[src/rtl/multicycle_ctrl.sv]
// Main control FSM of the multi-cycle RV32I core: fetch/decode/exec/mem/wb sequencing over one memory port,
// with datapath select decode, illegal-opcode and memory-timeout traps, and a retired-instruction counter.
module multicycle_ctrl #(
    parameter int TIMEOUT = 16,
    parameter int CNT_W   = 32
) (
    input  logic             clk,
    input  logic             rst_n,
    input  logic [6:0]       opcode,
    input  logic             branch_taken,
    input  logic             mem_ready,
    output logic             mem_req,
    output logic             mem_we,
    output logic             mem_addr_sel,
    output logic             ir_we,
    output logic             imm_we,
    output logic             alu_a_sel,
    output logic             alu_b_sel,
    output logic             reg_we,
    output logic [1:0]       wb_sel,
    output logic             pc_we,
    output logic [1:0]       pc_sel,
    output logic             trap,
    output logic             trap_cause,
    output logic [2:0]       state,
    output logic [CNT_W-1:0] instret
);

    typedef enum logic [2:0] {
        S_RST    = 3'd0,
        S_FETCH  = 3'd1,
        S_DECODE = 3'd2,
        S_EXEC   = 3'd3,
        S_MEM    = 3'd4,
        S_WB     = 3'd5,
        S_TRAP   = 3'd6
    } state_t;

    localparam logic [6:0] OP_OP     = 7'b0110011;
    localparam logic [6:0] OP_OPIMM  = 7'b0010011;
    localparam logic [6:0] OP_AUIPC  = 7'b0010111;
    localparam logic [6:0] OP_LUI    = 7'b0110111;
    localparam logic [6:0] OP_LOAD   = 7'b0000011;
    localparam logic [6:0] OP_STORE  = 7'b0100011;
    localparam logic [6:0] OP_BRANCH = 7'b1100011;
    localparam logic [6:0] OP_JAL    = 7'b1101111;
    localparam logic [6:0] OP_JALR   = 7'b1100111;

    localparam int              WW       = (TIMEOUT > 2) ? $clog2(TIMEOUT) : 1;
    localparam logic [WW-1:0]   WAIT_LIM = WW'((TIMEOUT > 0) ? TIMEOUT - 1 : 0);

    state_t             r_state;
    logic [WW-1:0]      r_wait_cnt;
    logic [CNT_W-1:0]   r_instret;
    logic               r_trap_cause;

    logic w_is_op, w_is_opimm, w_is_auipc, w_is_lui, w_is_load, w_is_store;
    logic w_is_branch, w_is_jal, w_is_jalr, w_to_exec;
    logic w_mem_phase, w_timeout, w_retire;

    assign w_is_op     = (opcode == OP_OP);
    assign w_is_opimm  = (opcode == OP_OPIMM);
    assign w_is_auipc  = (opcode == OP_AUIPC);
    assign w_is_lui    = (opcode == OP_LUI);
    assign w_is_load   = (opcode == OP_LOAD);
    assign w_is_store  = (opcode == OP_STORE);
    assign w_is_branch = (opcode == OP_BRANCH);
    assign w_is_jal    = (opcode == OP_JAL);
    assign w_is_jalr   = (opcode == OP_JALR);
    assign w_to_exec   = w_is_op | w_is_opimm | w_is_auipc | w_is_load | w_is_store
                       | w_is_branch | w_is_jal | w_is_jalr;

    assign w_mem_phase = (r_state == S_FETCH) || (r_state == S_MEM);
    assign w_timeout   = (TIMEOUT != 0) && w_mem_phase && !mem_ready && (r_wait_cnt == WAIT_LIM);
    assign w_retire    = ((r_state == S_EXEC) && w_is_branch)
                       || ((r_state == S_MEM) && mem_ready && !w_is_load)
                       || (r_state == S_WB);

    always_ff @(posedge clk or negedge rst_n) begin
        if (!rst_n) begin
            r_state      <= S_RST;
            r_wait_cnt   <= '0;
            r_instret    <= '0;
            r_trap_cause <= 1'b0;
        end else begin
            // Counter only runs while stalled on memory; any other cycle rearms it.
            if (w_mem_phase && !mem_ready && TIMEOUT != 0)
                r_wait_cnt <= r_wait_cnt + 1'b1;
            else
                r_wait_cnt <= '0;

            if (w_retire)
                r_instret <= r_instret + 1'b1;

            case (r_state)
                S_RST:    r_state <= S_FETCH;
                S_FETCH: begin
                    if (mem_ready) begin
                        r_state <= S_DECODE;
                    end else if (w_timeout) begin
                        r_state      <= S_TRAP;
                        r_trap_cause <= 1'b1;
                    end
                end
                S_DECODE: begin
                    if (w_is_lui) begin
                        r_state <= S_WB;
                    end else if (w_to_exec) begin
                        r_state <= S_EXEC;
                    end else begin
                        r_state      <= S_TRAP;
                        r_trap_cause <= 1'b0;
                    end
                end
                S_EXEC: begin
                    if (w_is_load || w_is_store)
                        r_state <= S_MEM;
                    else if (w_is_branch)
                        r_state <= S_FETCH;
                    else
                        r_state <= S_WB;
                end
                S_MEM: begin
                    if (mem_ready) begin
                        r_state <= w_is_load ? S_WB : S_FETCH;
                    end else if (w_timeout) begin
                        r_state      <= S_TRAP;
                        r_trap_cause <= 1'b1;
                    end
                end
                S_WB:     r_state <= S_FETCH;
                S_TRAP:   r_state <= S_TRAP;
                default:  r_state <= S_RST;
            endcase
        end
    end

    always_comb begin
        mem_req      = 1'b0;
        mem_we       = 1'b0;
        mem_addr_sel = 1'b0;
        ir_we        = 1'b0;
        imm_we       = 1'b0;
        alu_a_sel    = 1'b0;
        alu_b_sel    = 1'b0;
        reg_we       = 1'b0;
        wb_sel       = 2'd0;
        pc_we        = 1'b0;
        pc_sel       = 2'd0;
        case (r_state)
            S_FETCH: begin
                mem_req = 1'b1;
                ir_we   = mem_ready;
            end
            S_DECODE: imm_we = 1'b1;
            S_EXEC: begin
                alu_b_sel = w_is_opimm | w_is_load | w_is_store | w_is_auipc | w_is_jalr;
                alu_a_sel = w_is_auipc;
                if (w_is_branch) begin
                    pc_we  = 1'b1;
                    pc_sel = {1'b0, branch_taken};
                end
            end
            S_MEM: begin
                mem_req      = 1'b1;
                mem_addr_sel = 1'b1;
                mem_we       = w_is_store;
                pc_we        = mem_ready && !w_is_load;
            end
            S_WB: begin
                reg_we = 1'b1;
                pc_we  = 1'b1;
                if (w_is_load)                  wb_sel = 2'd1;
                else if (w_is_jal || w_is_jalr) wb_sel = 2'd2;
                else if (w_is_lui)              wb_sel = 2'd3;
                else                            wb_sel = 2'd0;
                if (w_is_jal)       pc_sel = 2'd1;
                else if (w_is_jalr) pc_sel = 2'd2;
                else                pc_sel = 2'd0;
            end
            default: ;
        endcase
    end

    assign state      = r_state;
    assign trap       = (r_state == S_TRAP);
    assign trap_cause = r_trap_cause;
    assign instret    = r_instret;

endmodule

[config.mk]
export PLATFORM = sky130hd
export DESIGN_NAME = multicycle_ctrl
export DESIGN_NICKNAME = d
export VERILOG_FILES = /design/src/rtl/multicycle_ctrl.sv
export SDC_FILE = /design/constraint.sdc
export NUM_CORES = 1
export LEC_CHECK = 0
export CORE_MARGIN = 2
export CORE_UTILIZATION = 48
export CTS_CLUSTER_SIZE = 20
export DETAILED_ROUTE_END_ITERATION = 10
export GPL_TIMING_DRIVEN = 0
export PLACE_DENSITY = 0.83
export SLEW_MARGIN = 20
export SYNTH_ARGS = -nofsm -noshare
export SYNTH_HDL_FRONTEND = slang
export SYNTH_SLANG_ARGS = --single-unit
[constraint.sdc]
create_clock -name clk -period 1.9 [get_ports clk]
set_input_delay 0.285 -clock clk [delete_from_list [all_inputs] [get_ports clk]]
set_output_delay 0.285 -clock clk [all_outputs]
set_load 0.05 [all_outputs]
==> results_dict.tcl, run 1 <==
set metrics [dict create \
    status "complete, but fails checks" \
    violations "setup timing" \
    criticalPathCategory "flop to output port" \
    yosysUniqueCellTypes 45 \
    wire_per_inst_um 17.5 \
    fp.dieArea_mm2 0.00527 \
    post_dp_cell_area_mm2 0.00305 \
    grt_max_degree 26 \
    drive_above_1_share_pct 35.3 \
    fill_cells 274 \
    cts_tree "yes" \
    r2r_start "state[1]$_DFF_PN0_" \
    fin_setup_tns_ns -0.267 \
    slew_headroom_pct 63.6 \
    end_kind "output port" \
    power_density_mw_per_mm2 495 \
    max_stage_delay_ns 0.44 \
    swShare_pct 24.1 \
    clkPwrFrac_pct 39.6 \
    final_antenna_net_count 0 \
    leakage_nw 1.49 \
    synth-main-ff-cell "dfrtp_1" \
    dr.pass1.iters 4 \
    switchingPower_w 0.000417 \
    yosys_warnings 0 \
    min_period_ns 1.99 \
    ir_drop_v 0.000535 \
    clock-sinks 40 \
    drt_wl_total_um 6560 \
    clock_path_buffers 2 \
    arrival_ns 1.71 \
    cts_buffers 5 \
    r2r_end "instret[17]$_DFFE_PN0P_" \
    final_area_mm2 0.00349 \
    antenna_found_initial 0 \
    htreeDepth 2 \
    crit_top_cell "buf_6" \
    synth_edf_count 0 \
    p_comb_share_pct 10.2 \
    viasPerCell 5.81 \
    drc 0 \
    grt_usage_pct 24.2 \
    r2r_cells 7 \
    syn-mean-instance-area_um2 9.56 \
    clockRootBuffer "clkbuf_8" \
    overflow 0 \
    hold_violations 0 \
    post-route-period-util_pct 105 \
    worstPathRequired_ns 1.62 \
    nets 335 \
    portBuffers 58 \
    area_growth_pct 54.8 \
    gp_congestion 0.891 \
    dp_hpwl_um 3950 \
    final_util_pct 78.6 \
    skew_ns 0.00753 \
    grt_pass1_vias 2085 \
    critPathLaunchType "flop" \
    setup_viol 6 \
    die_w_um 72.6 \
    hold_class "input port to async pin" \
    maxCapViolations 0 \
    rows 24 \
    cpMaxStageDelayCell "dfrtp_2" \
    synthCells 236 \
    cp.buffers_inverters 2 \
    via_count 2177 \
    setup_ws_ns -0.0937 \
    ys_seq_area_share_pct 44.3 \
    p_int_w 0.00131 \
    ios 61 \
    die-height_um 72.6 \
    clk_pin_slew_ns 0.08 \
    syn_area_mm2 0.00226 \
    rsz0062_at_grt "true" \
    clock_latency_ns 0.30 \
    synth_seq_cells 40 \
    cp_max_fo 3 \
    power_w 0.00173 \
    cp_top_family "simple AND/OR/NAND/NOR gates" \
    core_area_mm2 0.00444 \
    worst_slew_pin_slew_ns 0.546 \
    grt_pass1_wl_um 9960 \
    start_util_pct 50.8 \
    syn-num-nets 249 \
    max_clock_freq_mhz 502 \
    crit_path_cell_trace "buf_6 > nor2b_2 > a32oi_2 > nor4b_4 > buf_6" \
    synthArstFlopShare_pct 100 \
    seqPwrFrac_pct 50.2 \
    slew_viol_final 0 \
    dp_cells 347 \
    antennaDiodeCount 0 \
    ff2ff_setup_slack_ns -0.01 \
    dr.first_iter.drc_count 206 \
    final_cells 375 \
]
worst max-delay path by stage:
stage,from,end,cells after the start
5_1_grt,state[1]$_DFF_PN0_,pc_sel[0],6
3_5_place_dp,opcode[6],pc_we,8
3_3_place_gp,opcode[6],pc_we,8
4_1_cts,state[2]$_DFF_PN0_,pc_we,8
2_1_floorplan,state[2]$_DFF_PN0_,wb_sel[0],5
6_report,state[1]$_DFF_PN0_,pc_sel[0],5
state kept, by name (all words and copies together) (netlist names):
register	cells
instret	32
r_wait_cnt	4
state	3
trap_cause	1
logic make-up (layout without fill, tap and decap cells):
logic type	after synthesis	in the layout	synth area share, %
flip-flops	40	40	44.3
adder cells (fa/ha/maj)	2	2	1.11
XOR/XNOR	33	33	12.8
buffers and inverters	19	106	4.32
AND/OR/NAND/NOR	116	116	28.0
AO/OA/AOI/OAI	26	26	9.37
cell usage in the layout (no fill, tap or decap), types with 3 or more instances in the layout:
master           synthesis  layout
nor4_2                   1       3
buf_12                   0       3
dlymetal6s2s_1           0       4
dfrtp_1                 40      25
nor3_2                   0       9
buf_6                    3      12
nand2_1                 20      17
xor2_1                  17      17
nand3_1                 13      13
nor2_1                  25      22
clkbuf_8                 0       5
dlygate4sd2_1            0       4
nand4_1                 10      10
nand2b_1                 5       3
xnor2_1                 16      16
clkdlybuf4s50_1          0      32
buf_2                    3       6
dfrtp_2                  0      15
inv_1                    9       7
a21oi_1                  5       4
buf_8                    0       3
nor3_1                  15       4
o21ai_0                  6       6
and3_1                   5       4
buf_4                    0      17
layer usage:
| metal | GRT usage, % | share of wire [%] | up-vias |
|---|---|---|---|
| met1 | 32.5 | 44 | 1081 |
| met5 | 0 | 0 | - |
| met3 | 6.49 | 5.8 | 10 |
| li1 | - | - | 1007 |
| met2 | 38.8 | 50 | 79 |
| met4 | 6.79 | 1.0 | 0 |
synthesized netlist by cell type (2+ instances only):
| library cell | number | share of area, % |
|---|---|---|
| dfrtp_1 | 40 | 44 |
| nor2_1 | 25 | 4.2 |
| nand2_1 | 20 | 3.3 |
| xor2_1 | 17 | 6.6 |
| xnor2_1 | 16 | 6.2 |
| nor3_1 | 15 | 3.3 |
| nand3_1 | 13 | 2.9 |
| nand4_1 | 10 | 2.8 |
| inv_1 | 9 | 1.5 |
| o21ai_0 | 6 | 1.3 |
| a21oi_1 | 5 | 1.1 |
| and3_1 | 5 | 1.4 |
| nand2b_1 | 5 | 1.4 |
| nor4_1 | 4 | 1.1 |
| buf_2 | 3 | 0.66 |
| buf_6 | 3 | 1.5 |
| clkbuf_1 | 3 | 0.50 |
| or3_1 | 3 | 0.83 |
| a211oi_1 | 2 | 0.66 |
| a22oi_1 | 2 | 0.66 |
| and4_1 | 2 | 0.78 |
| ha_1 | 2 | 1.1 |
| nand3b_1 | 2 | 0.66 |
| nor2b_1 | 2 | 0.55 |
| o2111ai_2 | 2 | 1.3 |
repair_timing:
item,4_1_cts,5_1_grt
gates resized for setup,109,33
buffers inserted,9,10
hold buffers,1,0
hold endpoints to repair,15,0
gates cloned,0,0
endpoints found under the setup margin,43,30
pin swaps,10,9
layout make-up:
class | count | area [µm²] | area share [%]
clock buffer | 6 | 72.6 | 2.08
inverter | 10 | 45.0 | 1.29
multi-input combinational | 177 | 1400 | 40.0
sequential | 40 | 1020 | 29.2
tap | 52 | 65.1 | 1.86
clock inverter | 2 | 35.0 | 1.00
timing repair buffer | 79 | 756 | 21.6
buffer | 9 | 104 | 2.97
power by group through the flow:
stage | Sequential (W) | Clock (W) | Combinational, W
final | 0.000869 | 0.000685 | 0.000176
after global routing | 0.000869 | 0.000741 | 0.000190
after CTS | 0.000867 | 0.000696 | 0.000169
after detailed placement | 0.000884 | 0 | 0.000158
after global placement | 0.000885 | 0 | 0.000151
after floorplan | 0.000902 | 0 | 0.0000680
per-stage QoR:
step / hold WS (ns) / setup WS [ns]
floorplan: -0.0106 / -0.271
global placement: 0.456 / -1.12
detailed placement: 0.228 / -1.14
CTS: 0.455 / -0.0718
global route: 0.490 / -0.128
finish: 0.464 / -0.0937
Note: power is estimated with default switching activity, not from simulation.
==> run 2, diff against run 1 <==
--- a/config.mk
+++ b/config.mk
@@ -6,11 +6,12 @@
 export NUM_CORES = 1
 export LEC_CHECK = 0
 export CORE_MARGIN = 2
-export CORE_UTILIZATION = 48
+export CORE_UTILIZATION = 50
+export CTS_BUF_LIST = sky130_fd_sc_hd__clkbuf_2
 export CTS_CLUSTER_SIZE = 20
 export DETAILED_ROUTE_END_ITERATION = 10
 export GPL_TIMING_DRIVEN = 0
-export PLACE_DENSITY = 0.83
+export PLACE_DENSITY = 0.85
 export SLEW_MARGIN = 20
 export SYNTH_ARGS = -nofsm -noshare
 export SYNTH_HDL_FRONTEND = slang
==> results_dict.tcl, run 2 (same netlist as run 1, synthesis figures left out) <==
set metrics [dict create \
    r2r_start "state[2]$_DFF_PN0_" \
    grt.met2_usage_pct 40.5 \
    final_cell_mix "dlygate4sd2_1 (38), dfrtp_1 (25), nor2_1 (21), buf_4 (21), nand2_1 (18)" \
    grt_max_degree 29 \
    rows 24 \
    largest_reg_flops 32 \
    worst_slew_pin_slew_ns 0.529 \
    setup_viol 13 \
    antenna_found_initial 0 \
    criticalPathCategory "input port to output port" \
    viasPerCell 5.70 \
    post-route-period-util_pct 110 \
    portBuffers 58 \
    cts_buffers 5 \
    violations "setup timing" \
    antennaDiodeCount 0 \
    clock-sinks 40 \
    gp_congestion 0.794 \
    arrival_ns 1.80 \
    drt_wl_total_um 6210 \
    ir_drop_v 0.000452 \
    power_w 0.00154 \
    wire_per_inst_um 16.5 \
    skew_ns 0.00689 \
    die_w_um 71.2 \
    slew_headroom_pct 64.9 \
    clock_latency_ns 0.40 \
    final_antenna_net_count 0 \
    core_area_mm2 0.00435 \
    worstPathRequired_ns 1.62 \
    rsz0062_at_grt "true" \
    overflow 0 \
    hold_class "input port to async pin" \
    dp_cells 347 \
    fp.dieArea_mm2 0.00507 \
    via_count 2149 \
    maxCapViolations 0 \
    end_kind "output port" \
    leakage_nw 1.56 \
    grtUsageMet3_pct 5.84 \
    clock_path_buffers 2 \
    hold_violations 0 \
    ios 61 \
    fill_cells 280 \
    cp_max_fo 3 \
    critPathLaunchType "input port" \
    slew_viol_final 0 \
    drive_above_1_share_pct 34.5 \
    seq_area_mm2 0.00102 \
    clk_pin_slew_ns 0.19 \
    final_cells 377 \
    status "complete, but fails checks" \
    htreeDepth 2 \
    die-height_um 71.2 \
    setup_ws_ns -0.188 \
    start_util_pct 51.8 \
    pre_cts_ws_ns -1.14 \
    drc 0 \
    dr.pass1.iters 4 \
    holdWs_ns 0.294 \
    dr.first_iter.drc_count 148 \
    dp_hpwl_um 3900 \
    min_period_ns 2.09 \
    met1_usage_pct 31.6 \
    grt_pass1_wl_um 9770 \
    area_growth_pct 53.2 \
    power_density_mw_per_mm2 445 \
    grt.busiest_layer "met2" \
    cts_tree "yes" \
    grt_usage_pct 24.6 \
    clockRootBuffer "clkbuf_2" \
    nets 337 \
    multi_input_area_mm2 0.00143 \
    layout_commonest_cell "dlygate4sd2_1" \
    grt_pass1_vias 2037 \
    crit_start "opcode[6]" \
    max_clock_freq_mhz 479 \
]
[run 2: changes by cell type in the layout (fill, tap and decap cells not counted), sizes merged]
| cell | change |
|---|---|
| clkinvlp | -1 |
| dlymetal6s2s | -4 |
| buf | +2 |
| clkdlybuf4s50 | -27 |
| clkdlybuf4s15 | -2 |
| clkbuf | -2 |
| dlygate4sd2 | +34 |
| inv | +1 |
| clkinv | +1 |
[run 2: layout make-up]
cell class                      instances  area share, %
Buffer                                  8           2.64
Clock buffer                            5          0.724
Clock inverter                          3           1.09
Inverter                               10           1.19
Multi-Input combinational cell        177           41.5
Sequential cell                        40           29.5
Tap cell                               52           1.88
Timing Repair Buffer                   82           21.5
[run 2: stage by stage]
step,TNS (ns),util [%],area [µm²]
floorplan,-0.931,-,2390
global placement,-41.56,69.6,3030
detailed placement,-21.50,70.0,3050
CTS,-1.13,76.6,3330
global route,-2.80,79.4,3460
finish,-1.18,79.4,3460
[run 2: critical path: stages]
cell             delay, ns
clkdlybuf4s50_1       0.42
or3_1                 0.36
o211a_4               0.28
nor2_4                0.12
inv_2                 0.07
buf_12                0.12
buf_12                0.14
[run 2: timing repair]
| item | CTS | global route |
|---|---|---|
| setup endpoints to repair | 68 | 28 |
| pin swaps | 10 | 12 |
| hold endpoints to repair | 12 | 0 |
| setup buffers | 18 | 5 |
| gates resized for setup | 152 | 25 |
| cloned | 0 | 0 |
| hold buffers | 1 | 0 |
[run 2: routing by layer]
layer  vias to the layer above  wire, µm  share of wire [%]
met5                         -         0                  0
met4                         0       126                2.0
met3                        14       431                6.9
met2                        76      3100                 50
met1                      1053      2550                 41
li1                       1006         -                  -
[run 2: power breakdown]
group	total (W)	leakage, nW	switching (W)	internal (W)
clock network	0.000493	0.0380	0.000278	0.000214
logic	0.000175	1.04	0.000110	0.0000643
registers	0.000871	0.480	0.0000117	0.000859
total	0.00154	1.56	0.000401	0.00114
[run 2: path summary, 6_finish.rpt]
kind / to / slack (ns) / depth (start not counted)
max: pc_we / -0.19 / 7
min: r_wait_cnt[2]$_DFF_PN0_ / 0.29 / 2
max reg2reg: instret[15]$_DFFE_PN0P_ / -0.04 / 6
min reg2reg: r_wait_cnt[0]$_DFF_PN0_ / 0.48 / 1
max in group asynchronous: instret[16]$_DFFE_PN0P_ / 1.13 / 3
min in group clk: r_wait_cnt[0]$_DFF_PN0_ / 0.48 / 1
==> run 3, diff against run 2 <==
--- a/config.mk
+++ b/config.mk
@@ -5,14 +5,14 @@
 export SDC_FILE = /design/constraint.sdc
 export NUM_CORES = 1
 export LEC_CHECK = 0
+export CAP_MARGIN = 40
 export CORE_MARGIN = 2
-export CORE_UTILIZATION = 50
+export CORE_UTILIZATION = 40
 export CTS_BUF_LIST = sky130_fd_sc_hd__clkbuf_2
 export CTS_CLUSTER_SIZE = 20
 export DETAILED_ROUTE_END_ITERATION = 10
 export GPL_TIMING_DRIVEN = 0
-export PLACE_DENSITY = 0.85
-export SLEW_MARGIN = 20
+export PLACE_DENSITY = 0.71
 export SYNTH_ARGS = -nofsm -noshare
 export SYNTH_HDL_FRONTEND = slang
 export SYNTH_SLANG_ARGS = --single-unit
==> results_dict.tcl, run 3 (same netlist as run 1, synthesis figures left out) <==
set metrics [dict create \
    grt_max_degree 22 \
    violations "setup timing" \
    hold_violations 0 \
    fp.dieArea_mm2 0.00626 \
    skew_ns 0.0132 \
    setup_ws_ns -0.306 \
    cts_buffers 5 \
    portBuffers 58 \
    criticalPathCategory "flop to output port" \
    cts_tree "yes" \
    htreeDepth 2 \
    status "complete, but fails checks" \
    clockRootBuffer "clkbuf_2" \
    r2r_start "state[2]$_DFF_PN0_" \
    gp_congestion 0.888 \
    layout_commonest_cell "dlygate4sd2_1" \
    clock_latency_ns 0.42 \
    slew_headroom_pct 65.1 \
    end_kind "output port" \
    die-height_um 79.1 \
    leakage_nw 1.56 \
    die_w_um 79.1 \
    r2r_end "instret[23]$_DFFE_PN0P_" \
    wire_per_inst_um 15.0 \
    max_clock_freq_mhz 453 \
    dp_hpwl_um 3740 \
    setup_viol 9 \
    rows 27 \
    holdWs_ns 0.314 \
    maxCapViolations 0 \
    arrival_ns 1.92 \
    grt_usage_pct 19.5 \
    rsz0062_at_grt "true" \
    min_period_ns 2.21 \
    slew_viol_final 0 \
    core_area_mm2 0.00547 \
    final_antenna_net_count 0 \
    area_growth_pct 55.1 \
    ios 61 \
    final_area_mm2 0.00350 \
    viasPerCell 5.36 \
    start_util_pct 41.2 \
    worst_slew_pin_slew_ns 0.526 \
    largest_reg_flops 32 \
    pre_cts_ws_ns -1.13 \
    post-route-period-util_pct 116 \
    power_density_mw_per_mm2 450 \
    dr.pass1.iters 4 \
    dr.first_iter.drc_count 46 \
    clock-sinks 40 \
    ir_drop_v 0.000322 \
    drc 0 \
    post_dp_cell_area_mm2 0.00308 \
    critPathLaunchType "flop" \
    cp_max_fo 5 \
    worstPathRequired_ns 1.62 \
    antenna_found_initial 0 \
    overflow 0 \
    antennaDiodeCount 0 \
    drt_wl_total_um 6050 \
    clock_path_buffers 2 \
    via_count 2154 \
    final_cell_mix "dlygate4sd2_1 (37), dfrtp_1 (25), buf_4 (25)" \
    drive_above_1_share_pct 35.8 \
    r2r_cells 7 \
    grt_pass1_wl_um 9650 \
    grt_pass1_vias 1979 \
    hold_class "input port to async pin" \
    ff2ff_setup_slack_ns 0.04 \
    clk_pin_slew_ns 0.22 \
    nets 342 \
]
## run 3: cell types whose count changed in the layout (fill, tap and decap cells not counted), moves of 2 or more
cell	previous run	this run
buf_4	21	25
nor3_4	4	2
nor4_4	4	2
nor2_2	3	1
nor3_2	7	9
and4_1	2	0
and4_2	0	2
## run 3: where the power goes
part,leakage [nW],internal (W),total (W),switching (W)
logic,1.04,0.0000701,0.000181,0.000111
clock network,0.0406,0.000221,0.000525,0.000304
registers,0.480,0.000859,0.000870,0.0000103
## run 3: worst max path at each step
stage | cells past startpoint | start | slack (ns) | endpoint
final | 6 | state[1]$_DFF_PN0_ | -0.31 | wb_sel[0]
after global routing | 6 | state[1]$_DFF_PN0_ | -0.39 | wb_sel[0]
after CTS | 5 | state[0]$_DFF_PN0_ | -0.23 | mem_we
after detailed placement | 8 | opcode[6] | -1.13 | pc_we
after global placement | 8 | opcode[6] | -1.14 | pc_we
after floorplan | 5 | state[2]$_DFF_PN0_ | -0.27 | wb_sel[0]
## run 3: repair_timing
action,4_1_cts,5_1_grt
setup endpoints to repair,60,28
pin swaps,11,11
gates resized for setup,150,26
gates cloned,1,0
setup buffers,21,4
hold buffers,1,0
hold endpoints to repair,19,0
## run 3: area by class of cell
type | instances | area, µm²
timing repair buffer | 86 | 777
inverter | 10 | 41.3
clock inverter | 3 | 42.5
multi-input combinational | 177 | 1400
tap | 72 | 90.1
clock buffer | 5 | 25.0
sequential | 40 | 1020
buffer | 9 | 103
fill | 463 | 1970
## run 3: layer usage
layer / up-vias / part of all wire (%) / global-route usage (%)
met5: - / 0 / 0
met4: 0 / 2.4 / 6.03
met3: 14 / 7.3 / 5.57
met2: 79 / 49 / 31.9
met1: 1047 / 42 / 25.1
li1: 1014 / - / -
## run 3: per-stage QoR
stage | setup TNS (ns) | power, W | std cells | util [%]
2_1_floorplan | -0.931 | 0.000970 | 236 | -
5_1_grt | -3.36 | 0.00165 | 402 | 64.0
3_5_place_dp | -21.34 | 0.00104 | 367 | 56.3
4_1_cts | -1.33 | 0.00158 | 398 | 61.7
3_3_place_gp | -42.13 | 0.00104 | 366 | 55.9
6_report | -1.81 | 0.00158 | 402 | 64.0
## run 3: worst max-delay path, cell delays in order, from the launching register on
cell and delay [ns]:
dfrtp_2 0.50, nand3b_1 0.29, buf_4 0.22, clkinvlp_4 0.08, nand2_4 0.07, a211oi_4 0.16, buf_6 0.18
